<file path="config.mk">
export PLATFORM = sky130hd
export DESIGN_NAME = fetch_unit
export DESIGN_NICKNAME = d
export VERILOG_FILES = /design/src/rtl/fetch_unit_pkg.sv /design/src/rtl/fetch_pc_reg.sv /design/src/rtl/fetch_unit.sv
export SDC_FILE = /design/constraint.sdc
export NUM_CORES = 1
export LEC_CHECK = 0
export ABC_AREA = 1
export ABC_CLOCK_PERIOD_IN_PS = 1260
export BUFFER_PORTS_ARGS = -buffer_cell sky130_fd_sc_hd__buf_2
export CELL_PAD_IN_SITES_DETAIL_PLACEMENT = 0
export CELL_PAD_IN_SITES_GLOBAL_PLACEMENT = 1
export CORE_MARGIN = 5
export CORE_UTILIZATION = 33
export DETAILED_ROUTE_END_ITERATION = 6
export MAX_ROUTING_LAYER = met4
export PLACE_DENSITY_LB_ADDON = 0.1
export RECOVER_POWER = 50
export SETUP_SLACK_MARGIN = 0.3
export SLEW_MARGIN = 20
export SYNTH_ARGS = -nofsm -noshare
export SYNTH_HDL_FRONTEND = slang
export SYNTH_HIERARCHICAL = 1
export SYNTH_SLANG_ARGS = --single-unit
</file>
<file path="constraint.sdc">
create_clock -name clk -period 1.26 [get_ports clk]
set_input_delay 0.189 -clock clk [delete_from_list [all_inputs] [get_ports clk]]
set_output_delay 0.189 -clock clk [all_outputs]
set_load 0.03 [all_outputs]
</file>
<file path="src/rtl/fetch_unit_pkg.sv">
// fetch_unit_pkg
//   Shared types and constants for the instruction fetch stage.
//   fetch_state_t : fetch FSM encoding (IDLE / REQ / WAIT / DONE)
//   NOP_INSTR     : instruction word injected when no fetched word is available
//   PC_INC        : sequential PC step
package fetch_unit_pkg;

    typedef enum logic [1:0] {
        ST_IDLE = 2'd0,
        ST_REQ  = 2'd1,
        ST_WAIT = 2'd2,
        ST_DONE = 2'd3
    } fetch_state_t;

    localparam logic [31:0] NOP_INSTR = 32'h0000_0013;
    localparam logic [31:0] PC_INC    = 32'd4;

endpackage

</file>
<file path="src/rtl/fetch_pc_reg.sv">
// fetch_pc_reg
//   Program counter register with its next-PC mux.
//   Ports:
//     clk, reset_n      : clock, synchronous active-low reset (loads RESET_PC)
//     i_wren            : PC update strobe
//     i_branch_taken    : choose i_branch_target (word aligned) over PC + 4
//     i_branch_target   : branch destination
//     o_pc              : current PC
module fetch_pc_reg
    import fetch_unit_pkg::*;
#(
    parameter logic [31:0] RESET_PC = 32'h0000_0000
) (
    input  logic        clk,
    input  logic        reset_n,
    input  logic        i_wren,
    input  logic        i_branch_taken,
    input  logic [31:0] i_branch_target,
    output logic [31:0] o_pc
);

    logic [31:0] r_pc;
    logic [31:0] w_pc_next;

    // Sequential step wraps naturally at 2^32; branch targets are forced to
    // word alignment.
    assign w_pc_next = i_branch_taken ? {i_branch_target[31:2], 2'b00}
                                      : r_pc + PC_INC;

    always_ff @(posedge clk) begin
        if (!reset_n)
            r_pc <= RESET_PC;
        else if (i_wren)
            r_pc <= w_pc_next;
    end

    assign o_pc = r_pc;

endmodule

</file>
<file path="src/rtl/fetch_unit.sv">
// fetch_unit
//   Single-outstanding instruction fetch stage with IF/ID output registers.
//   Optional macro FETCH_TIMEOUT_EN: WAIT-state watchdog that, after
//   TIMEOUT_CYCLES waiting cycles, buffers a NOP and raises sticky fetch_fault.
//   Ports:
//     clk, reset_n         : clock, synchronous active-low reset
//     stage_reset_n        : active-low abort of the in-flight fetch
//     fetch_start          : start one fetch at the current PC (IDLE only)
//     wb_if_wren           : PC update strobe (branch_taken / branch_target)
//     if_id_wren           : load if_id_instr / if_id_pc
//     imem_req, imem_addr  : instruction memory request
//     imem_ready, imem_rdata : same-cycle accept and read data
//     if_id_instr, if_id_pc  : IF/ID pipeline registers
//     instr_valid, fetch_busy, fetch_fault : status
module fetch_unit
    import fetch_unit_pkg::*;
#(
    parameter logic [31:0] RESET_PC       = 32'h0000_0000,
    parameter logic [7:0]  TIMEOUT_CYCLES = 8'd255
) (
    input  logic        clk,
    input  logic        reset_n,
    input  logic        stage_reset_n,
    input  logic        fetch_start,
    input  logic        wb_if_wren,
    input  logic        if_id_wren,
    input  logic        branch_taken,
    input  logic [31:0] branch_target,
    output logic        imem_req,
    output logic [31:0] imem_addr,
    input  logic        imem_ready,
    input  logic [31:0] imem_rdata,
    output logic [31:0] if_id_instr,
    output logic [31:0] if_id_pc,
    output logic        instr_valid,
    output logic        fetch_busy,
    output logic        fetch_fault
);

    fetch_state_t r_state;
    fetch_state_t w_state_next;
    logic [31:0]  w_pc;
    logic [31:0]  r_buf;
    logic         w_capture;
    logic         w_timeout;

    fetch_pc_reg #(
        .RESET_PC (RESET_PC)
    ) u_pc (
        .clk             (clk),
        .reset_n         (reset_n),
        .i_wren          (wb_if_wren),
        .i_branch_taken  (branch_taken),
        .i_branch_target (branch_target),
        .o_pc            (w_pc)
    );

    assign w_capture = ((r_state == ST_REQ) || (r_state == ST_WAIT)) && imem_ready;

`ifdef FETCH_TIMEOUT_EN
    logic [7:0] r_wait_cnt;
    logic       r_fault;

    // Fires on the WAIT cycle whose count reaches TIMEOUT_CYCLES; a word
    // arriving in that same cycle wins.
    assign w_timeout = (r_state == ST_WAIT) && !imem_ready &&
                       ((r_wait_cnt + 8'd1) == TIMEOUT_CYCLES);

    always_ff @(posedge clk) begin
        if (!reset_n) begin
            r_wait_cnt <= 8'd0;
            r_fault    <= 1'b0;
        end else begin
            if (r_state != ST_WAIT)
                r_wait_cnt <= 8'd0;
            else
                r_wait_cnt <= r_wait_cnt + 8'd1;
            if (w_timeout)
                r_fault <= 1'b1;
        end
    end

    assign fetch_fault = r_fault;
`else
    assign w_timeout   = 1'b0;
    assign fetch_fault = 1'b0;
`endif

    // State register
    always_ff @(posedge clk) begin
        if (!reset_n)
            r_state <= ST_IDLE;
        else
            r_state <= w_state_next;
    end

    // Next state; stage abort overrides everything else
    always_comb begin
        w_state_next = r_state;
        case (r_state)
            ST_IDLE: if (fetch_start) w_state_next = ST_REQ;
            ST_REQ:  w_state_next = imem_ready ? ST_DONE : ST_WAIT;
            ST_WAIT: if (imem_ready || w_timeout) w_state_next = ST_DONE;
            ST_DONE: if (if_id_wren) w_state_next = ST_IDLE;
            default: w_state_next = ST_IDLE;
        endcase
        if (!stage_reset_n)
            w_state_next = ST_IDLE;
    end

    // Outputs decoded from state; the address tracks the live PC so a PC
    // update during an outstanding fetch is seen by memory immediately.
    always_comb begin
        imem_req    = (r_state == ST_REQ) || (r_state == ST_WAIT);
        fetch_busy  = (r_state == ST_REQ) || (r_state == ST_WAIT);
        instr_valid = (r_state == ST_DONE);
        imem_addr   = w_pc;
    end

    // Fetch buffer and IF/ID registers
    always_ff @(posedge clk) begin
        if (!reset_n) begin
            r_buf       <= NOP_INSTR;
            if_id_instr <= NOP_INSTR;
            if_id_pc    <= RESET_PC;
        end else begin
            if (w_capture)
                r_buf <= imem_rdata;
            else if (w_timeout)
                r_buf <= NOP_INSTR;
            if (if_id_wren) begin
                if_id_instr <= (r_state == ST_DONE) ? r_buf : NOP_INSTR;
                if_id_pc    <= w_pc;
            end
        end
    end

endmodule

</file>
==> out/summary.txt <==
Ports: 172
yosys synthesis warning count: 6
Crit-path slowest cell: dfxtp_4
Clk network pwr share: 0.424
CTS Root Cell: clkbuf_16
antenna viol nets, final: 0
Global Route Usage Sum: 0.2125
Vias/cell: 4.713
Critical Path Max Stage Delay: 0.36 ns
Worst Path Required: 1.07 ns
WHS Endpoint: r_state[0]
Flop pwr share: 0.381
Fillers: 1,623
Nets: 1,224
r2r setup slk: -0.21 ns
Sw Ratio: 0.2799
port buffer count: 166
Power Total: 11,880 uW
CP cell instances: inv_4 > ha_4 > buf_6 > buf_6
CP Max Fanout: 3
vias after detailed routing: 6,527
H-tree depth: 4
pre-CTS WS: -0.1660 ns
cell-internal power: 8556 uW
Fmax: 0.6709 GHz
area of the multi-input gates: 3687 um^2
DR pass1 iterations: 5
final setup vio count: 70
Clk Latency, worst-skew pair: 0.42 ns
Syn Std Cell Area: 5866 um^2
Setup crit end kind: primary output
failing checks: negative setup slack
Row Count: 48
gr ovfl total: 0
share of layout cells above drive strength 1: 0.5250
Die ar.: 20,540 um^2
diodes inserted: 0
Startpoint Class: flop
synthesized instance count: 849
core area: 17,360 um^2
Worst Reg-to-Reg Cells: 9
r2r endpoint: r_buf[24]
clk slew on worst S/H paths: 0.06 ns
Setup Skew: 0.01135 ns
initial antenna violation count: 0
hold depth: 3
worst hold slack: 0.01316 ns
max-slew violation count: 0
number of DRC markers in iteration 0: 228
RSZ-0062 raised after global routing: yes
Yosys cell types: 34
GPL Wtd Cong: 0.8534
CP top delay family: flip-flops
Min-Delay Path Class: input port to flop
final worst path period need: 1.491 ns
Die Width: 143.3 um
CTS Buffer Depth: 2
reg2reg start: r_state[0]
Pwr per Cell Area: 1133 nW/um^2
largest net degree at the start of global routing: 66
register area share after synthesis: 0.4369
Layout area overhead: 78.82%
Initial Util: 0.3379
FF/Latch Area: 2719 um^2
Routed Wire Length: 21.35 mm
final count of hold timing violations: 0
clock sinks: 128
fin worst setup slack: -0.2306 ns
Mean Syn Cell Area: 6.909 um^2
Switch Pwr: 3326 uW
LEAKAGE: 0.004550 uW
final worst-path cycle share: 1.183
number of global-route vias before repair: 6,473
register bit count reported by yosys: 128
status: finished, violations left
# Max-Cap Violations: 0
CTS Buf Count: 17
Worst VDD drop: 910.7 uV
Die Y: 143.3 um
kind of critical path: flop to primary output
CP Buf/Inv Count: 3
Logic pwr share: 0.195
Setup TNS Final: -9.235 ns
most frequent cell on the critical path: buf_6
Worst EP arrival: 1.30 ns
HP Start: stage_reset_n
CTS tree: built
hpwl dp: 14.57 mm
first-pass GRT wire length: 33.40 mm
routed len/inst: 15.41 um
# DRC: 0
==> state kept, by name, summed over array words and instances, names as in the netlist <==
name / count
if_id_instr: 32
if_id_pc: 32
r_buf: 32
r_state: 2
u_pc/o_pc: 30
==> layer usage <==
layer | wire length [um] | global-route usage
met1 | 9547 | 0.2712
met5 | 0 | -
met4 | 168 | 0.05401
met2 | 10560 | 0.3469
met3 | 1072 | 0.04326
==> worst max path at each step <==
stage / slack [ns] / to / startpoint / depth (start not counted)
4_1_cts: -0.23 / fetch_busy / r_state[0] / 4
5_1_grt: -0.28 / u_pc/o_pc[20] / u_pc/o_pc[2] / 10
3_3_place_gp: -0.15 / u_pc/o_pc[24] / u_pc/o_pc[3] / 10
6_report: -0.23 / fetch_busy / r_state[0] / 4
3_5_place_dp: -0.17 / u_pc/o_pc[24] / u_pc/o_pc[3] / 10
2_1_floorplan: -0.13 / u_pc/o_pc[28] / u_pc/o_pc[3] / 10
==> layout by cell type (no fill, tap or decap), types with 3 or more instances in the layout <==
cell type,instances
clkbuf_8,3
a21oi_1,25
buf_16,5
buf_12,17
dfxtp_4,21
o22ai_2,3
nor2_4,38
a211oi_1,3
a21oi_4,6
buf_4,72
a21oi_2,35
o21ai_2,18
buf_2,69
clkbuf_2,33
nand2_4,20
clkinv_2,3
dfxtp_1,45
nand2_1,116
nand3_2,7
nand2_2,17
nand3_1,30
conb_1,3
clkbuf_1,3
buf_6,111
nor2_1,182
nor2_2,21
ha_4,3
inv_1,29
inv_4,9
dlygate4sd3_1,19
o21ai_1,26
dfxtp_2,62
o21ai_0,60
clkbuf_16,19
==> tightest hold or removal path, stage by stage <==
cell and delay, ns:
buf_2 0.10, nand2_1 0.07, a21oi_1 0.04
==> power by group through the flow <==
stage / Clock, uW / Sequential (uW) / Combinational, uW
final: 5040 / 4530 / 2320
after global routing: 5320 / 4560 / 2500
after CTS: 5150 / 4520 / 2320
after detailed placement: 0 / 4530 / 1770
after global placement: 0 / 4530 / 1760
after floorplan: 0 / 4870 / 721
==> repair_timing <==
item	4_1_cts	5_1_grt
buffers inserted	38	13
hold buffers	19	0
endpoints found under the hold margin	19	0
resized for setup	418	69
setup endpoints to repair	193	193
gates cloned	5	1
pin swaps	28	40
==> final cells by class <==
class	instances	share of cell area
multi-input combinational	631	0.3515
timing repair buffer	328	0.2869
sequential	128	0.2592
clock buffer	24	0.04795
tap	225	0.02684
inverter	41	0.01789
clock inverter	8	0.009662
==> cell families (layout without fill, tap and decap cells) <==
family | Yosys count | after routing | synth area share
fa+ha+maj | 5 | 5 | 0.01067
buf+inv | 91 | 401 | 0.07295
xor+xnor | 2 | 2 | 0.002987
other cells | 2 | 3 | 0.001280
flops | 128 | 128 | 0.4369
compound gates | 182 | 182 | 0.1638
simple gates | 439 | 439 | 0.3114
==> synthesized netlist by cell type, drive strengths merged <==
| library cell | n | area share |
|---|---|---|
| a21oi | 66 | 0.060 |
| o21ai | 104 | 0.089 |
| inv | 40 | 0.026 |
| o21bai | 2 | 0.0026 |
| o22ai | 3 | 0.0032 |
| ha | 5 | 0.011 |
| dfxtp | 128 | 0.44 |
| buf | 30 | 0.031 |
| clkinv | 1 | 0.00064 |
| nand2 | 154 | 0.10 |
| clkbuf | 20 | 0.015 |
| nand4 | 2 | 0.0021 |
| conb | 2 | 0.0013 |
| a211oi | 3 | 0.0038 |
| nand3 | 39 | 0.033 |
| or2 | 3 | 0.0032 |
| a221oi | 2 | 0.0030 |
| o211a | 1 | 0.0017 |
| o211ai | 1 | 0.0013 |
| nor2 | 241 | 0.17 |
| xnor2 | 2 | 0.0030 |
==> metrics by stage <==
| step | std cells | instance area (um^2) | util |
|---|---|---|---|
| floorplan | 850 | 6306 | - |
| global placement | 1277 | 7879 | 0.4539 |
| detailed placement | 1277 | 7879 | 0.4539 |
| CTS | 1371 | 10320 | 0.5949 |
| global route | 1385 | 10490 | 0.6043 |
| finish | 1385 | 10490 | 0.6043 |
Note: power is estimated with default switching activity, not from simulation.
